`config.mk`:
```
export PLATFORM = sky130hd
export DESIGN_NAME = rpc_cfg_init
export DESIGN_NICKNAME = d
export VERILOG_FILES = /design/src/rtl/rpc_cfg_init.sv
export SDC_FILE = /design/constraint.sdc
export NUM_CORES = 1
export LEC_CHECK = 0
export ABC_AREA = 1
export CAP_MARGIN = 25
export CELL_PAD_IN_SITES_DETAIL_PLACEMENT = 0
export CELL_PAD_IN_SITES_GLOBAL_PLACEMENT = 2
export CORE_UTILIZATION = 10
export DETAILED_ROUTE_END_ITERATION = 8
export PLACE_DENSITY_LB_ADDON = 0.1
export SLEW_MARGIN = 10
export SYNTH_ARGS = -nofsm -noshare
export SYNTH_HDL_FRONTEND = slang
export SYNTH_SLANG_ARGS = --single-unit
```
`constraint.sdc`:
```
create_clock -name clk_i -period 1.6 [get_ports clk_i]
set_input_delay 0.32 -clock clk_i [delete_from_list [all_inputs] [get_ports clk_i]]
set_output_delay 0.32 -clock clk_i [all_outputs]
set_load 0.1 [all_outputs]
```
`src/rtl/rpc_cfg_init.sv`:
```
// Boot-time register write sequencer in front of a regbus controller port; passes the
// external regbus through once done. Define RPC_CFG_INIT_READBACK_EN to read back each entry.
module rpc_cfg_init #(
    parameter int unsigned NUM_CFG = 4,
    parameter logic [48*((NUM_CFG > 0) ? NUM_CFG : 1)-1:0] CFG_ADDR = '0,
    parameter logic [32*((NUM_CFG > 0) ? NUM_CFG : 1)-1:0] CFG_DATA = '0
) (
    input  logic        clk_i,
    input  logic        rst_ni,
    input  logic [47:0] ext_addr_i,
    input  logic        ext_write_i,
    input  logic [31:0] ext_wdata_i,
    input  logic [3:0]  ext_wstrb_i,
    input  logic        ext_valid_i,
    output logic [31:0] ext_rdata_o,
    output logic        ext_ready_o,
    output logic        ext_error_o,
    output logic [47:0] reg_addr_o,
    output logic        reg_write_o,
    output logic [31:0] reg_wdata_o,
    output logic [3:0]  reg_wstrb_o,
    output logic        reg_valid_o,
    input  logic [31:0] reg_rdata_i,
    input  logic        reg_ready_i,
    input  logic        reg_error_i,
    input  logic        reinit_i,
    output logic        init_done_o,
    output logic        init_error_o
);

    localparam int unsigned IDX_W = (NUM_CFG > 1) ? $clog2(NUM_CFG) : 1;
    localparam logic [IDX_W-1:0] LAST_IDX = (NUM_CFG > 0) ? IDX_W'(NUM_CFG - 1) : '0;

    typedef enum logic [1:0] {
        S_IDLE  = 2'd0,
        S_WRITE = 2'd1,
`ifdef RPC_CFG_INIT_READBACK_EN
        S_READ  = 2'd2,
`endif
        S_DONE  = 2'd3
    } state_e;

    state_e           r_state;
    state_e           w_state_nxt;
    logic [IDX_W-1:0] r_idx;
    logic [IDX_W-1:0] w_idx_nxt;
    logic             r_reinit_pend;
    logic             w_reinit_pend_nxt;
    logic             r_init_error;
    logic             w_init_error_nxt;
    logic             w_advance;
    logic             w_reinit_req;
    logic [47:0]      w_entry_addr;
    logic [31:0]      w_entry_data;

    assign w_entry_addr = CFG_ADDR[48*int'(r_idx) +: 48];
    assign w_entry_data = CFG_DATA[32*int'(r_idx) +: 32];
    assign init_done_o  = (r_state == S_DONE);
    assign init_error_o = r_init_error;

    // NOTE: every output and next-state signal gets a default first so no path infers a latch.
    always_comb begin
        w_state_nxt       = r_state;
        w_idx_nxt         = r_idx;
        w_reinit_pend_nxt = r_reinit_pend;
        w_init_error_nxt  = r_init_error;
        w_advance         = 1'b0;
        w_reinit_req      = 1'b0;
        reg_addr_o        = '0;
        reg_write_o       = 1'b0;
        reg_wdata_o       = '0;
        reg_wstrb_o       = '0;
        reg_valid_o       = 1'b0;
        ext_rdata_o       = '0;
        ext_ready_o       = 1'b0;
        ext_error_o       = 1'b0;

        case (r_state)
            S_IDLE: begin
                w_idx_nxt   = '0;
                w_state_nxt = (NUM_CFG == 0) ? S_DONE : S_WRITE;
            end
            S_WRITE: begin
                reg_valid_o = 1'b1;
                reg_write_o = 1'b1;
                reg_wstrb_o = 4'hF;
                reg_addr_o  = w_entry_addr;
                reg_wdata_o = w_entry_data;
                if (reg_ready_i) begin
                    if (reg_error_i) w_init_error_nxt = 1'b1;
`ifdef RPC_CFG_INIT_READBACK_EN
                    w_state_nxt = S_READ;
`else
                    w_advance = 1'b1;
`endif
                end
            end
`ifdef RPC_CFG_INIT_READBACK_EN
            S_READ: begin
                reg_valid_o = 1'b1;
                reg_addr_o  = w_entry_addr;
                if (reg_ready_i) begin
                    if (reg_error_i || (reg_rdata_i != w_entry_data)) w_init_error_nxt = 1'b1;
                    w_advance = 1'b1;
                end
            end
`endif
            S_DONE: begin
                reg_addr_o   = ext_addr_i;
                reg_write_o  = ext_write_i;
                reg_wdata_o  = ext_wdata_i;
                reg_wstrb_o  = ext_wstrb_i;
                reg_valid_o  = ext_valid_i;
                ext_rdata_o  = reg_rdata_i;
                ext_ready_o  = reg_ready_i;
                ext_error_o  = reg_error_i;
                // A reinit seen mid-transfer waits until the external master drops valid.
                w_reinit_req = reinit_i || r_reinit_pend;
                if (w_reinit_req && !ext_valid_i) begin
                    w_state_nxt       = S_IDLE;
                    w_idx_nxt         = '0;
                    w_init_error_nxt  = 1'b0;
                    w_reinit_pend_nxt = 1'b0;
                end else if (w_reinit_req) begin
                    w_reinit_pend_nxt = 1'b1;
                end
            end
            default: w_state_nxt = S_IDLE;
        endcase

        if (w_advance) begin
            if (r_idx == LAST_IDX) begin
                w_state_nxt = S_DONE;
            end else begin
                w_idx_nxt   = r_idx + 1'b1;
                w_state_nxt = S_WRITE;
            end
        end
    end

    // NOTE: state registers use non-blocking assignments so every flop samples pre-edge values.
    always_ff @(posedge clk_i or negedge rst_ni) begin
        if (!rst_ni) begin
            r_state       <= S_IDLE;
            r_idx         <= '0;
            r_reinit_pend <= 1'b0;
            r_init_error  <= 1'b0;
        end else begin
            r_state       <= w_state_nxt;
            r_idx         <= w_idx_nxt;
            r_reinit_pend <= w_reinit_pend_nxt;
            r_init_error  <= w_init_error_nxt;
        end
    end

endmodule

```
* After elaboration in Yosys (flattened, before gate mapping)
Cells that the tools add are included.
** Word-level totals
- Output and inout bits :: 122
- Logic and storage cells :: 49
- Input port bits :: 123
- Register bits :: 6
** Cells by class
- Add/sub/neg operators :: 1
- Muxes and demuxes :: 24
- Multiply operators :: 1
- Equality and inequality tests :: 8
- Reduce and logical (&&, ||, !) cells :: 9
- Shift operators :: 2
** Operator list (number)
- variable part select 192 x 9 -> 48 bit (first input constant) :: 1
- variable part select 128 x 8 -> 32 bit (first input constant) :: 1
- one-hot mux 48 bit (2 select lines) :: 1
- one-hot mux 32 bit (2 select lines) :: 1
- two-way mux 32 bit :: 1
- two-way mux 2 bit :: 6
- two-way mux 1 bit :: 9
- one-hot mux 4 bit (2 select lines) :: 1
- inequality test 2 bit (second input constant) :: 3
- one-hot mux 1 bit (2 select lines) :: 3
- one-hot mux 2 bit (3 select lines) :: 1
- equality test 2 bit (second input constant) :: 2
- multiplier 2 x 2 -> 4 bit (first input constant) :: 1
- one-hot mux 2 bit (2 select lines) :: 1
- AND reduction 2 bit :: 2
- AND reduction 4 bit :: 1
- nonzero test 2 bit :: 2
- inequality test 3 x 1 -> 1 bit (second input constant) :: 1
- adder 2 x 1 -> 2 bit (second input constant) :: 1
- equality test 2 x 1 -> 1 bit (second input constant) :: 1
- zero test 2 bit :: 1
- inequality test 2 x 1 -> 1 bit (second input constant) :: 1
- logical AND 1 bit :: 1
- zero test 1 bit :: 1
- logical OR 1 bit :: 1

* Logic depth before layout (Yosys ltp)
Gate-level depths: netlist of run 1.
- Word-level depth :: 6
- Depth in mapped cells :: 7
- Depth with buffers taken out :: 7

* Worst setup path after synthesis of run 1
Ideal clock, no wire load.
- Path kind :: register to output
- Start point :: reg r_state[0]
- End point :: out ext_rdata_o[0]
- Required time :: 1.280 ns
- Buffers on the path :: 3
- Data arrival time :: 2.427 ns
- Path slack :: -1.147 ns
- Cell stages (with the launch flop) :: 7
- Cell sequence :: dfrtp_1 -> ha_1 -> buf_2 -> buf_4 -> buf_4 -> nand2_1 -> inv_1
** Between the ends
- Cells in the longest elaborated chain, start to end :: 2
** Ends and longest elaborated chain
- from (decl) :: line 43 : state_e r_state;
- from (signal assigned) :: line 149 : r_state <= w_state_nxt;
- equality test 2 bit
- via init_done_o :: line 27 : output logic init_done_o,
- two-way mux 32 bit :: line 78 : case (r_state)
- to (decl) :: line 15 : output logic [31:0] ext_rdata_o,
The timed path passes the listed nets, and every way through them passes these cells.

* Worst setup path after layout of run 1
- Start point :: reg r_state[0]
- End point :: out ext_rdata_o[17]
** Between the ends
- Cells in the longest elaborated chain, start to end :: 2
** Ends and longest elaborated chain (line)
- equality test 2 bit :: 78
- two-way mux 32 bit :: 78
No other way between the ends.

==> results of run 1 <==
[metal layers]
layer	wire [µm]	vias to the layer above	part of all wire, %	track usage [%]
met5	0	-	0	0
met4	70	0	0.69	1.80
met3	773	9	7.7	2.61
met2	5760	125	57	28.1
met1	3490	1200	35	13.9
li1	-	1333	-	-
[logic make-up after synthesis]
group	Yosys count	share of synthesized area (%)
AND/OR/NAND/NOR	155	42.5
adder cells (fa/ha/maj)	5	4.52
flip-flops	6	10.9
AO/OA/AOI/OAI	3	1.08
buffers and inverters	139	41.0
[worst max-delay path, delay by kind of cell (launching register included)]
kind | cells | cell delay, ps
buffers and inverters | 4 | 620
AND/OR/NAND/NOR | 1 | 60
adder cells (fa/ha/maj) | 1 | 200
flip-flops | 1 | 410
[state kept, by name (all words and copies together), names as in the netlist]
name,flops
init_error_o,1
r_idx,2
r_reinit_pend,1
r_state,2
[cell type report]
| class | count | share of cell area (%) |
|---|---|---|
| Timing Repair Buffer | 273 | 60.4 |
| Multi-Input combinational cell | 163 | 19.6 |
| Inverter | 125 | 13.4 |
| Tap cell | 176 | 3.24 |
| Sequential cell | 6 | 2.22 |
| Clock buffer | 3 | 1.10 |
[worst paths after layout]
path / endpoint / slack [ps] / depth (start not counted)
worst max register to register: r_idx[1] / 80 / 10
min in group clk_i: init_error_o / 530 / 2
max in group asynchronous: r_state[0] / 1040 / 1
worst max-delay path: ext_rdata_o[17] / -250 / 6
worst min-delay path: r_reinit_pend / 330 / 1
worst min register to register: init_error_o / 530 / 2
[repair_timing]
action	CTS	global route
hold buffers	0	0
hold endpoints to repair	0	0
gates resized for setup	108	57
gates cloned	6	3
pin swaps	1	1
setup endpoints to repair	123	124
buffers inserted	13	3
[Yosys cell counts (all sizes together)]
| master | number |
|---|---|
| a21oi | 1 |
| buf | 14 |
| dfrtp | 6 |
| ha | 5 |
| inv | 125 |
| nand2 | 147 |
| nand3 | 3 |
| nor2 | 4 |
| o21ai | 2 |
| or2 | 1 |
[where the power goes]
part,switching (mW),internal (mW),leakage (nW),total [mW]
clock,0.0860,0.321,0.0370,0.407
combinational,2.07,1.43,2.39,3.50
sequential,0.0400,0.200,0.0747,0.240
[stage by stage]
step	cell area, µm²	worst slack, ps	hold WS, ps	instances
floorplan	2010	-383	24.4	308
global placement	5860	-62.1	522	721
detailed placement	5860	-87.5	521	721
CTS	6560	-266	337	742
global route	6810	-285	361	746
finish	6810	-248	330	746
==> qor.csv, run 1 <==
stage,metric,value,unit
setup_path,crit_path_top_delay_cell,dfrtp_2,
setup_path,crit_required,1280,ps
synth,synth_area,0.00138,mm²
die,core-area,0.0133,mm²
grt,grt_pass1_vias,2719,
placed_design,gp_congestion,0.697,
die,die_y,120,µm
setup_path,crit_start,r_state[0],
setup_path,rr_startpoint,r_state[1],
cells_and_area,layout_commonest_cell,buf_12,
setup_path,worstSetupEndpointType,primary output,
cells_and_area,layout.nets,700,
synth,yosysTopAreaCell,nand2_1,
cells_and_area,multi_input_area,0.00133,mm²
synth,synth_nets,436,
grt,antenna_found_initial,0,
die,die_x,120,µm
clock_tree,numCtsBuffers,3,
setup_path,path_cells,ha_4 -> buf_4 -> clkbuf_16 -> nand2_4 -> clkinvlp_4 -> buf_12,
route,detail_route.wl_per_cell,13.5,µm
route,drt_first_iter_violations,45,
cells_and_area,layout_common_cells,"127 x buf_12, 122 x clkdlybuf4s50_1, 114 x clkinvlp_4",
synth,avgSynthCellArea,4.49,µm²
sta,grt_setup_unrepaired,true,
cells_and_area,final_util,51.0,%
sta,setup_ws,-248,ps
synth,yosysUniqueCellTypes,13,
sta,setup_viol,121,
setup_path,cpPeakStageDelay,410,ps
synth,syn_inst,308,
cells_and_area,diodes,0,
hold_path,hp-class,input pin to asynchronous set/reset pin,
route,ant_nets,0,
route,dr.pass1.iters,4,
sta,slew_headroom,82.1,%
setup_path,crit_fanout,6,
power_and_ir_drop,vdd_drop_max,0.839,mV
die,top_level_ports,245,
setup_path,path_class,flop to primary output,
synth,synth_top_area_share,39.9,%
clock_tree,cts_tree,built,
sta,slew_violations,0,
clock_tree,htreeDepth,1,
setup_path,start_kind,flop,
flow_run,maxCapViolCount,0,
cells_and_area,fillCellCount,1246,
synth,yosysSeqAreaShare,10.9,%
clock_tree,root_buffer,clkbuf_16,
grt,overflow,0,
outcome,violations,negative setup slack,
placed_design,port_buffers,244,
power_and_ir_drop,total_power,4.14,mW
synth,synth_area_leaders,"nand2_1 40%, inv_1 33%, dfrtp_1 11%, buf_4 6.0%, ha_1 4.5%",
route,vias,2667,
power_and_ir_drop,powerDensity,609,mW/mm²
route,routed_wl,10100,µm
placed_design,dp_hpwl,7970,µm
sta,skew,1.37,ps
cells_and_area,syn_to_final_growth,392,%
die,initial_utilization,10.4,%
clock_tree,insertion_delay,230,ps
synth,synth_warnings,0,
cells_and_area,drive_gt1_share,68.8,%
route,drc,0,
grt,grt_start_max_net_pins,23,
outcome,outcome,"finished, violations left",
route,detail_route.vias_per_cell,3.58,
sta,final.setup.tns,-24860,ps
sta,max_freq,541,MHz
sta,min_period,1850,ps
grt,grt_pass1_wl,15000,µm
sta,worstMarginPinSlew,267,ps
die,rows,42,
sta,fin_crit_sh,115,%
power_and_ir_drop,p_leak,2.51,nW
clock_tree,cts_buffer_depth,2,
die,die_area,0.0143,mm²
clock_tree,clkSinkCount,6,
grt,track_usage,13.5,%
synth,ys_seq_elements,6,
cells_and_area,register_area,151,µm²
sta,finalHoldViolCount,0,
clock_tree,clk_transition_reported_paths,30,ps
setup_path,crit_arrival,1530,ps
Power figures use the tool's default switching activity.
==> inputs of run 2 (changes only) <==
CORE_AREA = 2 2 95 97   (was not set)
CORE_UTILIZATION = not set   (was 10)
DIE_AREA = 0 0 97 99   (was not set)
DONT_BUFFER_PORTS = 1   (was not set)
==> run 2 against run 1 <==
Net effect:
- the flow still finishes with violations (negative setup slack)
- setup slack got worse by 7.9 ps
- wire length is 25% lower
- worst hold slack got worse by 67 ps
- clock power fell by 45%
- critical path depth did not move
- die area is 33% lower
- via count decreased by 20%
- clock-buffer cell count stayed put
- utilization grew 6.4 points
- non-clock buffer count shrank 135
- final area down 28%
- largest cell class unchanged
==> qor.csv, run 2 (synthesis results as in run 1) <==
stage,metric,value,unit
outcome,outcome,"finished, violations left",
outcome,violations,negative setup slack,
placed_design,gp_congestion,0.767,
cells_and_area,layout.nets,565,
sta,slew_headroom,80.0,%
sta,fin_crit_sh,116,%
cells_and_area,largestRegisters,"r_idx (2), r_state (2)",
route,detail_route.wl_per_cell,13.9,µm
route,drt_first_iter_violations,21,
sta,setup_viol,121,
setup_path,worstSetupEndpointType,primary output,
route,drc,0,
clock_tree,root_buffer,clkbuf_8,
sta,slew_violations,0,
clock_tree,insertion_delay,220,ps
setup_path,crit_start,r_state[1],
die,top_level_ports,245,
die,die_area,0.00960,mm²
route,detail_route.vias_per_cell,3.95,
die,die_y,99,µm
die,rows,34,
setup_path,rr_startpoint,r_state[1],
setup_path,reg2reg_to,init_error_o,
grt,antenna_found_initial,0,
die,core-area,0.00855,mm²
cells_and_area,layout_common_cells,"118 x buf_12, 114 x clkinvlp_4, 86 x nand2_1",
sta,grt_setup_unrepaired,true,
setup_path,cp-endpoint,ext_rdata_o[6],
route,dr.pass1.iters,4,
clock_tree,clk_transition_reported_paths,40,ps
sta,worstMarginPinSlew,299,ps
setup_path,path_class,flop to primary output,
hold_path,hp-class,input pin to flop,
clock_tree,clkSinkCount,6,
flow_run,maxCapViolCount,0,
cells_and_area,syn_to_final_growth,255,%
setup_path,ff2ff_setup_slack,100,ps
setup_path,crit_required,1280,ps
placed_design,port_buffers,0,
sta,min_period,1860,ps
grt,track_usage,14.1,%
sta,final.setup.tns,-23090,ps
setup_path,start_kind,flop,
sta,finalHoldViolCount,0,
sta,max_freq,539,MHz
cells_and_area,fillCellCount,749,
placed_design,dp_hpwl,6130,µm
power_and_ir_drop,vdd_drop_max,1.58,mV
setup_path,crit_fanout,8,
clock_tree,htreeDepth,1,
cells_and_area,diodes,0,
sta,setup_ws,-256,ps
clock_tree,cts_tree,built,
grt,grt_start_max_net_pins,41,
grt,grt_pass1_vias,2034,
route,vias,2146,
placed_design,place_inst,527,
setup_path,rr_worst_depth,7,
setup_path,crit_arrival,1540,ps
clock_tree,numCtsBuffers,3,
cells_and_area,final_cell_count_no_fill,543,
power_and_ir_drop,powerDensity,612,mW/mm²
clock_tree,cts_buffer_depth,2,
die,die_x,97,µm
die,initial_utilization,16.2,%
cells_and_area,layout_commonest_cell,buf_12,
grt,overflow,0,
cells_and_area,drive_gt1_share,73.8,%
route,ant_nets,0,
route,routed_wl,7570,µm
sta,skew,0.178,ps
grt,grt_pass1_wl,11100,µm
power_and_ir_drop,p_leak,1.67,nW
[run 2: cell types whose count changed in the layout (fill, tap and decap cells not counted), moves of 2 or more]
cell	before	now
buf_12	127	118
buf_16	6	2
clkdlybuf4s50_1	122	0
nand2_4	43	23
nand2_8	9	6
nand2_1	32	86
clkbuf_16	5	3
nand2_2	63	32
clkbuf_8	0	3
buf_4	12	10
[run 2: how the worst min path moves through the flow]
stage             start            end  slack (ps)  depth (start not counted)
2_1_floorplan    rst_ni   init_error_o          20                          0
3_3_place_gp     rst_ni   init_error_o          20                          0
3_5_place_dp     rst_ni  r_reinit_pend          20                          0
4_1_cts        reinit_i  r_reinit_pend         260                          2
5_1_grt        reinit_i  r_reinit_pend         280                          2
6_report       reinit_i  r_reinit_pend         260                          2
[run 2: through the flow]
step	instance area [µm²]	utilization, %	worst slack [ps]	total power, mW	hold slack (ps)
floorplan	2010	-	-383	2.12	24.4
detailed placement	4430	51.8	-56.6	2.61	24.6
CTS	4760	55.7	-240	2.98	264
global route	4910	57.4	-314	3.14	282
finish	4910	57.4	-256	3.00	263
global placement	4430	51.8	-23.9	2.59	24.6
[run 2: cell type report]
cell class	instances	area, µm²	share of cell area [%]
inverters	125	905	18.4
multi-input cells	163	1050	21.4
repair buffers	138	2630	53.5
well taps	108	135	2.75
clock buffers	3	41.3	0.842
flip-flops and latches	6	150	3.06
[run 2: what timing repair did]
item | 4_1_cts | 5_1_grt
cloned | 3 | 4
hold buffers | 1 | 0
gates resized for setup | 50 | 24
endpoints found under the setup margin | 121 | 124
buffers inserted | 6 | 1
endpoints found under the hold margin | 6 | 0
pin swaps | 3 | 4
[run 2: metal layers]
| metal | global-route usage, % | wire length [µm] |
|---|---|---|
| met5 | 0 | 0 |
| met4 | 1.41 | 36 |
| met1 | 14.3 | 2340 |
| met2 | 30.5 | 4680 |
| met3 | 2.48 | 510 |
[run 2: worst max-delay path, stage by stage, from the launching register on]
cell        delay, ps
dfrtp_1           410
ha_4              240
buf_12            160
clkbuf_16         160
nand2_2            80
clkinvlp_4         90
buf_12            170
[run 2: where the power goes]
group / internal, mW / switching [mW] / leakage (nW)
Clock: 0.161 / 0.0611 / 0.0216
Combinational: 0.719 / 1.83 / 1.58
Sequential: 0.198 / 0.0285 / 0.0757
Total: 1.08 / 1.92 / 1.67
